[src/rtl/tpu_pkg.sv]
// Shared TPU constants, drain FSM state type and the per-lane requant function.
package tpu_pkg;

    localparam int ADDRESSSIZE    = 10;
    localparam int MATRIX_SIZE    = 16;
    localparam int PARTIAL_SUM_BW = 24;
    localparam int DATA_BW        = 8;
    localparam int SHIFT_BW       = 5;

    typedef enum logic [1:0] {
        S_IDLE = 2'd0,
        S_RUN  = 2'd1,
        S_DONE = 2'd2
    } drain_state_e;

    // Largest meaningful shift; anything above is clamped here.
    localparam logic [SHIFT_BW-1:0] MAX_SHIFT = SHIFT_BW'(PARTIAL_SUM_BW - 1);
    // Saturation bounds of the signed output, held in the 25-bit working width.
    localparam logic signed [PARTIAL_SUM_BW:0] SAT_HI = (PARTIAL_SUM_BW+1)'(2**(DATA_BW-1) - 1);
    localparam logic signed [PARTIAL_SUM_BW:0] SAT_LO = (PARTIAL_SUM_BW+1)'(-(2**(DATA_BW-1)));

    // Round-half-up arithmetic shift followed by signed saturation to DATA_BW.
    // One extra bit of headroom keeps x + rounding constant from overflowing.
    function automatic logic [DATA_BW-1:0] sat_round_shift(
        input logic [PARTIAL_SUM_BW-1:0] psum,
        input logic [SHIFT_BW-1:0]       shamt
    );
        logic [SHIFT_BW-1:0]             s;
        logic signed [PARTIAL_SUM_BW:0]  rnd;
        logic signed [PARTIAL_SUM_BW:0]  sum;
        logic signed [PARTIAL_SUM_BW:0]  y;
        s   = (shamt > MAX_SHIFT) ? MAX_SHIFT : shamt;
        rnd = (s == '0) ? '0 : ((PARTIAL_SUM_BW+1)'(1) << (s - SHIFT_BW'(1)));
        sum = $signed({psum[PARTIAL_SUM_BW-1], psum}) + rnd;
        y   = sum >>> s;
        if (y > SAT_HI)
            y = SAT_HI;
        else if (y < SAT_LO)
            y = SAT_LO;
        return y[DATA_BW-1:0];
    endfunction

endpackage

[src/rtl/requant_lane.sv]
// One lane of the result requantizer: 24-bit partial sum -> saturated 8-bit.
module requant_lane
    import tpu_pkg::*;
(
    input  logic [PARTIAL_SUM_BW-1:0] i_psum,
    input  logic [SHIFT_BW-1:0]       i_shift,
    output logic [DATA_BW-1:0]        o_q
);

    // Purely combinational; the shift is constant for the whole drain.
    assign o_q = sat_round_shift(i_psum, i_shift);

endmodule

[src/rtl/result_drain_ctrl.sv]
// Reads a tile of result rows from the results SRAM, requantizes each lane and
// streams packed 128-bit rows out through a 2-entry skid FIFO.
module result_drain_ctrl
    import tpu_pkg::*;
(
    input  logic                                clk,
    input  logic                                rstn,
    input  logic                                start,
    input  logic [ADDRESSSIZE-1:0]              base_addr,
    input  logic [ADDRESSSIZE:0]                num_rows,
    input  logic [SHIFT_BW-1:0]                 shift,
    output logic                                rd_en,
    output logic [ADDRESSSIZE-1:0]              rd_addr,
    input  logic [PARTIAL_SUM_BW*MATRIX_SIZE-1:0] rd_data,
    output logic                                out_valid,
    input  logic                                out_ready,
    output logic [DATA_BW*MATRIX_SIZE-1:0]      out_data,
    output logic                                out_last,
    output logic                                busy,
    output logic                                done
);

    drain_state_e                        r_state;
    logic [ADDRESSSIZE-1:0]              r_addr;
    logic [ADDRESSSIZE:0]                r_num;
    logic [ADDRESSSIZE:0]                r_issued;
    logic [SHIFT_BW-1:0]                 r_shift;
    logic                                r_done;
    logic                                r_pend;
    logic                                r_pend_last;
    logic [MATRIX_SIZE-1:0][DATA_BW-1:0] r_fifo_data [2];
    logic [1:0]                          r_fifo_last;
    logic                                r_wr_ptr;
    logic                                r_rd_ptr;
    logic [1:0]                          r_count;

    logic [MATRIX_SIZE-1:0][DATA_BW-1:0] w_row;
    logic                                w_pop;
    logic                                w_push;
    logic                                w_issue;
    logic                                w_issue_last;
    logic                                w_last_hs;

    // Requantize the returning SRAM row, one lane instance per column.
    for (genvar g = 0; g < MATRIX_SIZE; g++) begin : g_lane
        requant_lane u_lane (
            .i_psum  (rd_data[g*PARTIAL_SUM_BW +: PARTIAL_SUM_BW]),
            .i_shift (r_shift),
            .o_q     (w_row[g])
        );
    end

    // A slot freed by this cycle's pop counts as available, which is what
    // lets a 2-deep buffer sustain one row per cycle across the read latency.
    assign w_pop        = out_valid & out_ready;
    assign w_push       = r_pend;
    assign w_issue      = (r_state == S_RUN) && (r_issued < r_num) &&
                          (({1'b0, r_count} + {2'b00, r_pend}) < (3'd2 + {2'b00, w_pop}));
    assign w_issue_last = (r_issued == (r_num - (ADDRESSSIZE+1)'(1)));
    assign w_last_hs    = w_pop & out_last;

    assign rd_en     = w_issue;
    assign rd_addr   = r_addr;
    assign out_valid = (r_count != 2'd0);
    assign out_data  = out_valid ? r_fifo_data[r_rd_ptr] : '0;
    assign out_last  = out_valid & r_fifo_last[r_rd_ptr];
    assign busy      = (r_state == S_RUN);
    assign done      = r_done;

    // Drain FSM: config latch, read address/issue counter and done pulse.
    always_ff @(posedge clk or negedge rstn) begin
        if (!rstn) begin
            r_state  <= S_IDLE;
            r_addr   <= '0;
            r_num    <= '0;
            r_issued <= '0;
            r_shift  <= '0;
            r_done   <= 1'b0;
        end else begin
            r_done <= 1'b0;
            case (r_state)
                S_IDLE: begin
                    if (start) begin
                        if (num_rows != '0) begin
                            r_state  <= S_RUN;
                            r_addr   <= base_addr;
                            r_num    <= num_rows;
                            r_shift  <= shift;
                            r_issued <= '0;
                        end else begin
                            r_done <= 1'b1;
                        end
                    end
                end
                S_RUN: begin
                    if (w_issue) begin
                        r_addr   <= r_addr + ADDRESSSIZE'(1);
                        r_issued <= r_issued + (ADDRESSSIZE+1)'(1);
                    end
                    if (w_last_hs) begin
                        r_state <= S_DONE;
                        r_done  <= 1'b1;
                    end
                end
                S_DONE:  r_state <= S_IDLE;
                default: r_state <= S_IDLE;
            endcase
        end
    end

    // Track the read in flight so its data is captured the cycle it returns.
    always_ff @(posedge clk or negedge rstn) begin
        if (!rstn) begin
            r_pend      <= 1'b0;
            r_pend_last <= 1'b0;
        end else begin
            r_pend      <= w_issue;
            r_pend_last <= w_issue & w_issue_last;
        end
    end

    // 2-entry FIFO between SRAM return and the output stream.
    always_ff @(posedge clk or negedge rstn) begin
        if (!rstn) begin
            r_fifo_data[0] <= '0;
            r_fifo_data[1] <= '0;
            r_fifo_last    <= '0;
            r_wr_ptr       <= 1'b0;
            r_rd_ptr       <= 1'b0;
            r_count        <= 2'd0;
        end else begin
            if (w_push) begin
                r_fifo_data[r_wr_ptr] <= w_row;
                r_fifo_last[r_wr_ptr] <= r_pend_last;
                r_wr_ptr              <= ~r_wr_ptr;
            end
            if (w_pop)
                r_rd_ptr <= ~r_rd_ptr;
            case ({w_push, w_pop})
                2'b10:   r_count <= r_count + 2'd1;
                2'b01:   r_count <= r_count - 2'd1;
                default: r_count <= r_count;
            endcase
        end
    end

endmodule

[config.mk]
export PLATFORM = sky130hd
export DESIGN_NAME = result_drain_ctrl
export DESIGN_NICKNAME = d
export VERILOG_FILES = /design/src/rtl/tpu_pkg.sv /design/src/rtl/requant_lane.sv /design/src/rtl/result_drain_ctrl.sv
export SDC_FILE = /design/constraint.sdc
export NUM_CORES = 2
export LEC_CHECK = 0
export ABC_AREA = 1
export BUFFER_PORTS_ARGS = -buffer_cell sky130_fd_sc_hd__buf_2
export CORE_MARGIN = 2
export CORE_UTILIZATION = 28
export DETAILED_ROUTE_END_ITERATION = 10
export GPL_TIMING_DRIVEN = 1
export PLACE_DENSITY = 0.55
export SLEW_MARGIN = 20
export SYNTH_ARGS = -nofsm -noshare
export SYNTH_HDL_FRONTEND = slang
export SYNTH_SLANG_ARGS = --single-unit
[constraint.sdc]
create_clock -name clk -period 9.2 [get_ports clk]
set_input_delay 1.84 -clock clk [delete_from_list [all_inputs] [get_ports clk]]
set_output_delay 1.84 -clock clk [all_outputs]
set_load 0.005 [all_outputs]
==> metrics.md <==
| Metric | Value |
|---|---|
| Outcome | `completed` |
| Crit-path slowest cell | `nand3_4` |
| Post-synthesis cell area | `68630 um^2` |
| Core Region | `~240000 um^2` |
| Initial Util | `28.19%` |
| RSZ-0062 raised after global routing | `no` |
| First-pass DRT Iterations | `8` |
| Final period util | `between 80% and 90%` |
| Final #Nets | `14600` |
| Die H | `about 500 um` |
| Layout area overhead | `10.40%` |
| Clk root buf | `clkbuf_16` |
| Seq cells post-synth | `about 300` |
| Commonest non-fill, non-tap cell in the layout | `nand2_1` |
| Combinational share of power | `between 80% and 90%` |
| Initial antenna violation count | `31` |
| Final hold violations | `0` |
| Die width | `between 400 and 500 um` |
| Remaining global-route overflow | `0` |
| Final setup viols | `0` |
| Part of the Yosys area used for sequential elements | `between 10 and 15%` |
| Max-Cap Viols | `0` |
| Fmax | `127.8 MHz` |
| Post-synth ARST share | `100.0%` |
| Post-DP HPWL | `between 200000 and 300000 um` |
| Library cells used by synthesis | `70` |
| Antenna Nets Post-Route | `0` |
| Max-slew headroom | `roughly 22%` |
| Post_cts resized | `0` |
| Crit-path max cell delay | `0.69 ns` |
| Most common cell on crit path | `nand2_1` |
| Crit Path Category | `flop to flop` |
| CP startpoint kind | `flop` |
| First-pass GRT wire length | `roughly 540000 um` |
| Critical path required time | `slightly below 10 ns` |
| Worst-Margin Slew | `1.159 ns` |
| Clk pwr share | `approximately 5.4%` |
| Power Internal | `a little over 10 mW` |
| WL/cell | `21.48 um` |
| Die ar. | `249100 um^2` |
| Detailed Route WL | `~370000 um` |
| Hold Buf Count CTS | `0` |
| Most frequent cells in the layout | `nand2_1 (5098), nand3_1 (2922), inv_1 (1408)` |
| Number of global-route vias before repair | `84870` |
| DRT iter0 DRCs | `between 9000 and 10000` |
| Row cnt | `181` |
| Mean Syn Cell Area | `4.993 um^2` |
| Clock slew at reported path FFs | `about 0.060 ns` |
| H-tree levels | `2` |
| Share of cells above drive strength 1 | `under 10%` |
| R2r setup slk | `~1.4 ns` |
| Critical Path Fanout Max | `28` |
| Gpl congestion | `between 1 and 1.5` |
| IO Pins | `between 500 and 600` |
| Min-delay worst type | `flop to flop` |
| Leak pwr | `around 43 nW` |
| Setup bufs post-CTS | `0` |
| Reg power frac | `under 10%` |
| Pwr/cell area | `398.6 nW/um^2` |
| Ys flop type | `dfrtp_1` |
| Clk sinks | `a little over 300` |
| Clk_skew | `around 0.028 ns` |
| Largest net degree at the start of global routing | `~180` |
| Finished Core Util | `between 30 and 40%` |
| Via count | `91830` |
| Hold_ws | `between 0.4 and 0.5 ns` |
| Final Max Tran Viols | `0` |
| CTS tree | `yes` |
| Total GRT Usage | `about 28%` |
| Post-synth top area share | `27.89%` |
| Remaining DRCs | `0` |
| Post-synth EDFFs | `0` |
| CP arrival | `8.33 ns` |
| Clk_lat worst skew | `0.59 ns` |
| IO Port Bufs | `around 560` |
| DR vias/cell | `between 5 and 6` |
| Worst VDD drop | `approximately 300 uV` |
| Synth area leader | `nand2_1` |
| Clock Tree Buf Depth | `3` |
| Area contributors post-synth | `nand2_1 (28%), nand3_1 (21%), dfrtp_1 (11%)` |
| Setup TNS Final | `0 ns` |
| Switching share of total power | `between 60% and 70%` |
| Post-route minimum period | `7.828 ns` |
| P_sw | `roughly 20 mW` |
| Post-Syn Instances | `around 14000` |
| Ys Warns | `0` |
| CP Capture Type | `flop` |
| Total CTS buffers | `between 40 and 50` |
power groups by stage:
stage | combinational (mW) | clock (mW) | sequential [mW]
finish | 26.1 | 1.63 | 2.43
floorplan | 17.1 | 0 | 2.30
detailed placement | 25.7 | 0 | 2.43
global placement | 25.8 | 0 | 2.43
global route | 28.7 | 1.72 | 2.51
CTS | 25.8 | 1.67 | 2.42
registers in the layout (all words and copies together), names as in the netlist:
register,count
r_fifo_data,256
r_issued,11
r_num,11
rd_addr,10
r_shift,5
r_count,2
r_fifo_last,2
r_state,2
done,1
r_pend,1
r_pend_last,1
r_rd_ptr,1
r_wr_ptr,1
cell usage after synthesis (all sizes together) (10+ instances only):
master     n
a21boi    22
a21oi    537
a31oi     23
and2      10
buf      273
clkbuf   266
dfrtp    304
ha       257
inv     1469
nand2   5163
nand3   2943
nand3b    18
nand4    327
nor2    1282
nor3     130
o211ai    37
o21a      23
o21ai    388
o21bai    69
or2       30
xnor2     22
xor2      87
path summary, 6_finish.rpt:
kind                                         startpoint                      endpoint  cells past startpoint
setup / recovery                 r_shift[4]$_DFFE_PN0P_  r_fifo_data[219]$_DFFE_PN0P_                     34
hold / removal             r_fifo_data[106]$_DFFE_PN0P_  r_fifo_data[106]$_DFFE_PN0P_                      2
setup reg to reg                 r_shift[4]$_DFFE_PN0P_  r_fifo_data[219]$_DFFE_PN0P_                     34
hold reg to reg            r_fifo_data[106]$_DFFE_PN0P_  r_fifo_data[106]$_DFFE_PN0P_                      2
max in group asynchronous                          rstn        r_shift[2]$_DFFE_PN0P_                      2
min in group asynchronous                          rstn        rd_addr[7]$_DFFE_PN0P_                      1
layout make-up:
class                           instances  area (um^2)
Timing Repair Buffer                  669         3794
Antenna cell                            9        22.52
Sequential cell                       304         7620
Multi-Input combinational cell      11440        53430
Clock inverter                         19        180.2
Clock buffer                           56         1152
Inverter                             1473         5564
Tap cell                             3202         4006
Fill cell                           28540       167700
cell families (layout without fill, tap and decap cells):
family | count (synthesis) | in the layout | share of synthesized area [%]
multiplexers | 6 | 6 | 0.08751
XOR/XNOR | 109 | 109 | 1.402
buffers and inverters | 2012 | 2217 | 11.36
AO/OA/AOI/OAI | 1136 | 1136 | 9.137
AND/OR/NAND/NOR | 9920 | 9920 | 62.23
other | 1 | 25 | 0.005464
adder cells (fa/ha/maj) | 257 | 257 | 4.685
flip-flops | 304 | 304 | 11.08
through the flow:
| step | area (um^2) | total power, mW | std cells | setup slack (ns) |
|---|---|---|---|---|
| floorplan | 68690 | 19.43 | 13760 | 3.906 |
| CTS | 75720 | 29.89 | 17170 | 1.598 |
| global placement | 74360 | 28.21 | 17090 | 1.676 |
| global route | 75760 | 32.97 | 17170 | 1.146 |
| detailed placement | 74390 | 28.13 | 17090 | 1.617 |
| finish | 75770 | 30.20 | 17180 | 1.372 |
critical path, delay by kind of cell, from the launching register on:
| family | cells | cell delay, ns |
|---|---|---|
| DFF | 1 | 0.66 |
| adders and majority gates | 1 | 0.18 |
| AOI/OAI and AO/OA | 1 | 0.18 |
| buffers and inverters | 4 | 1.46 |
| and+or+nand+nor | 28 | 5.18 |
routing by layer:
metal / vias up / part of all wire, % / track usage, %
met2: 3926 / 44 / 45.92
li1: 45240 / - / -
met3: 798 / 7.5 / 3.829
met4: 24 / 7.4 / 17.88
met1: 41850 / 41 / 35.61
met5: - / 0.046 / 0
No activity file was read; power rests on OpenSTA's default activity.
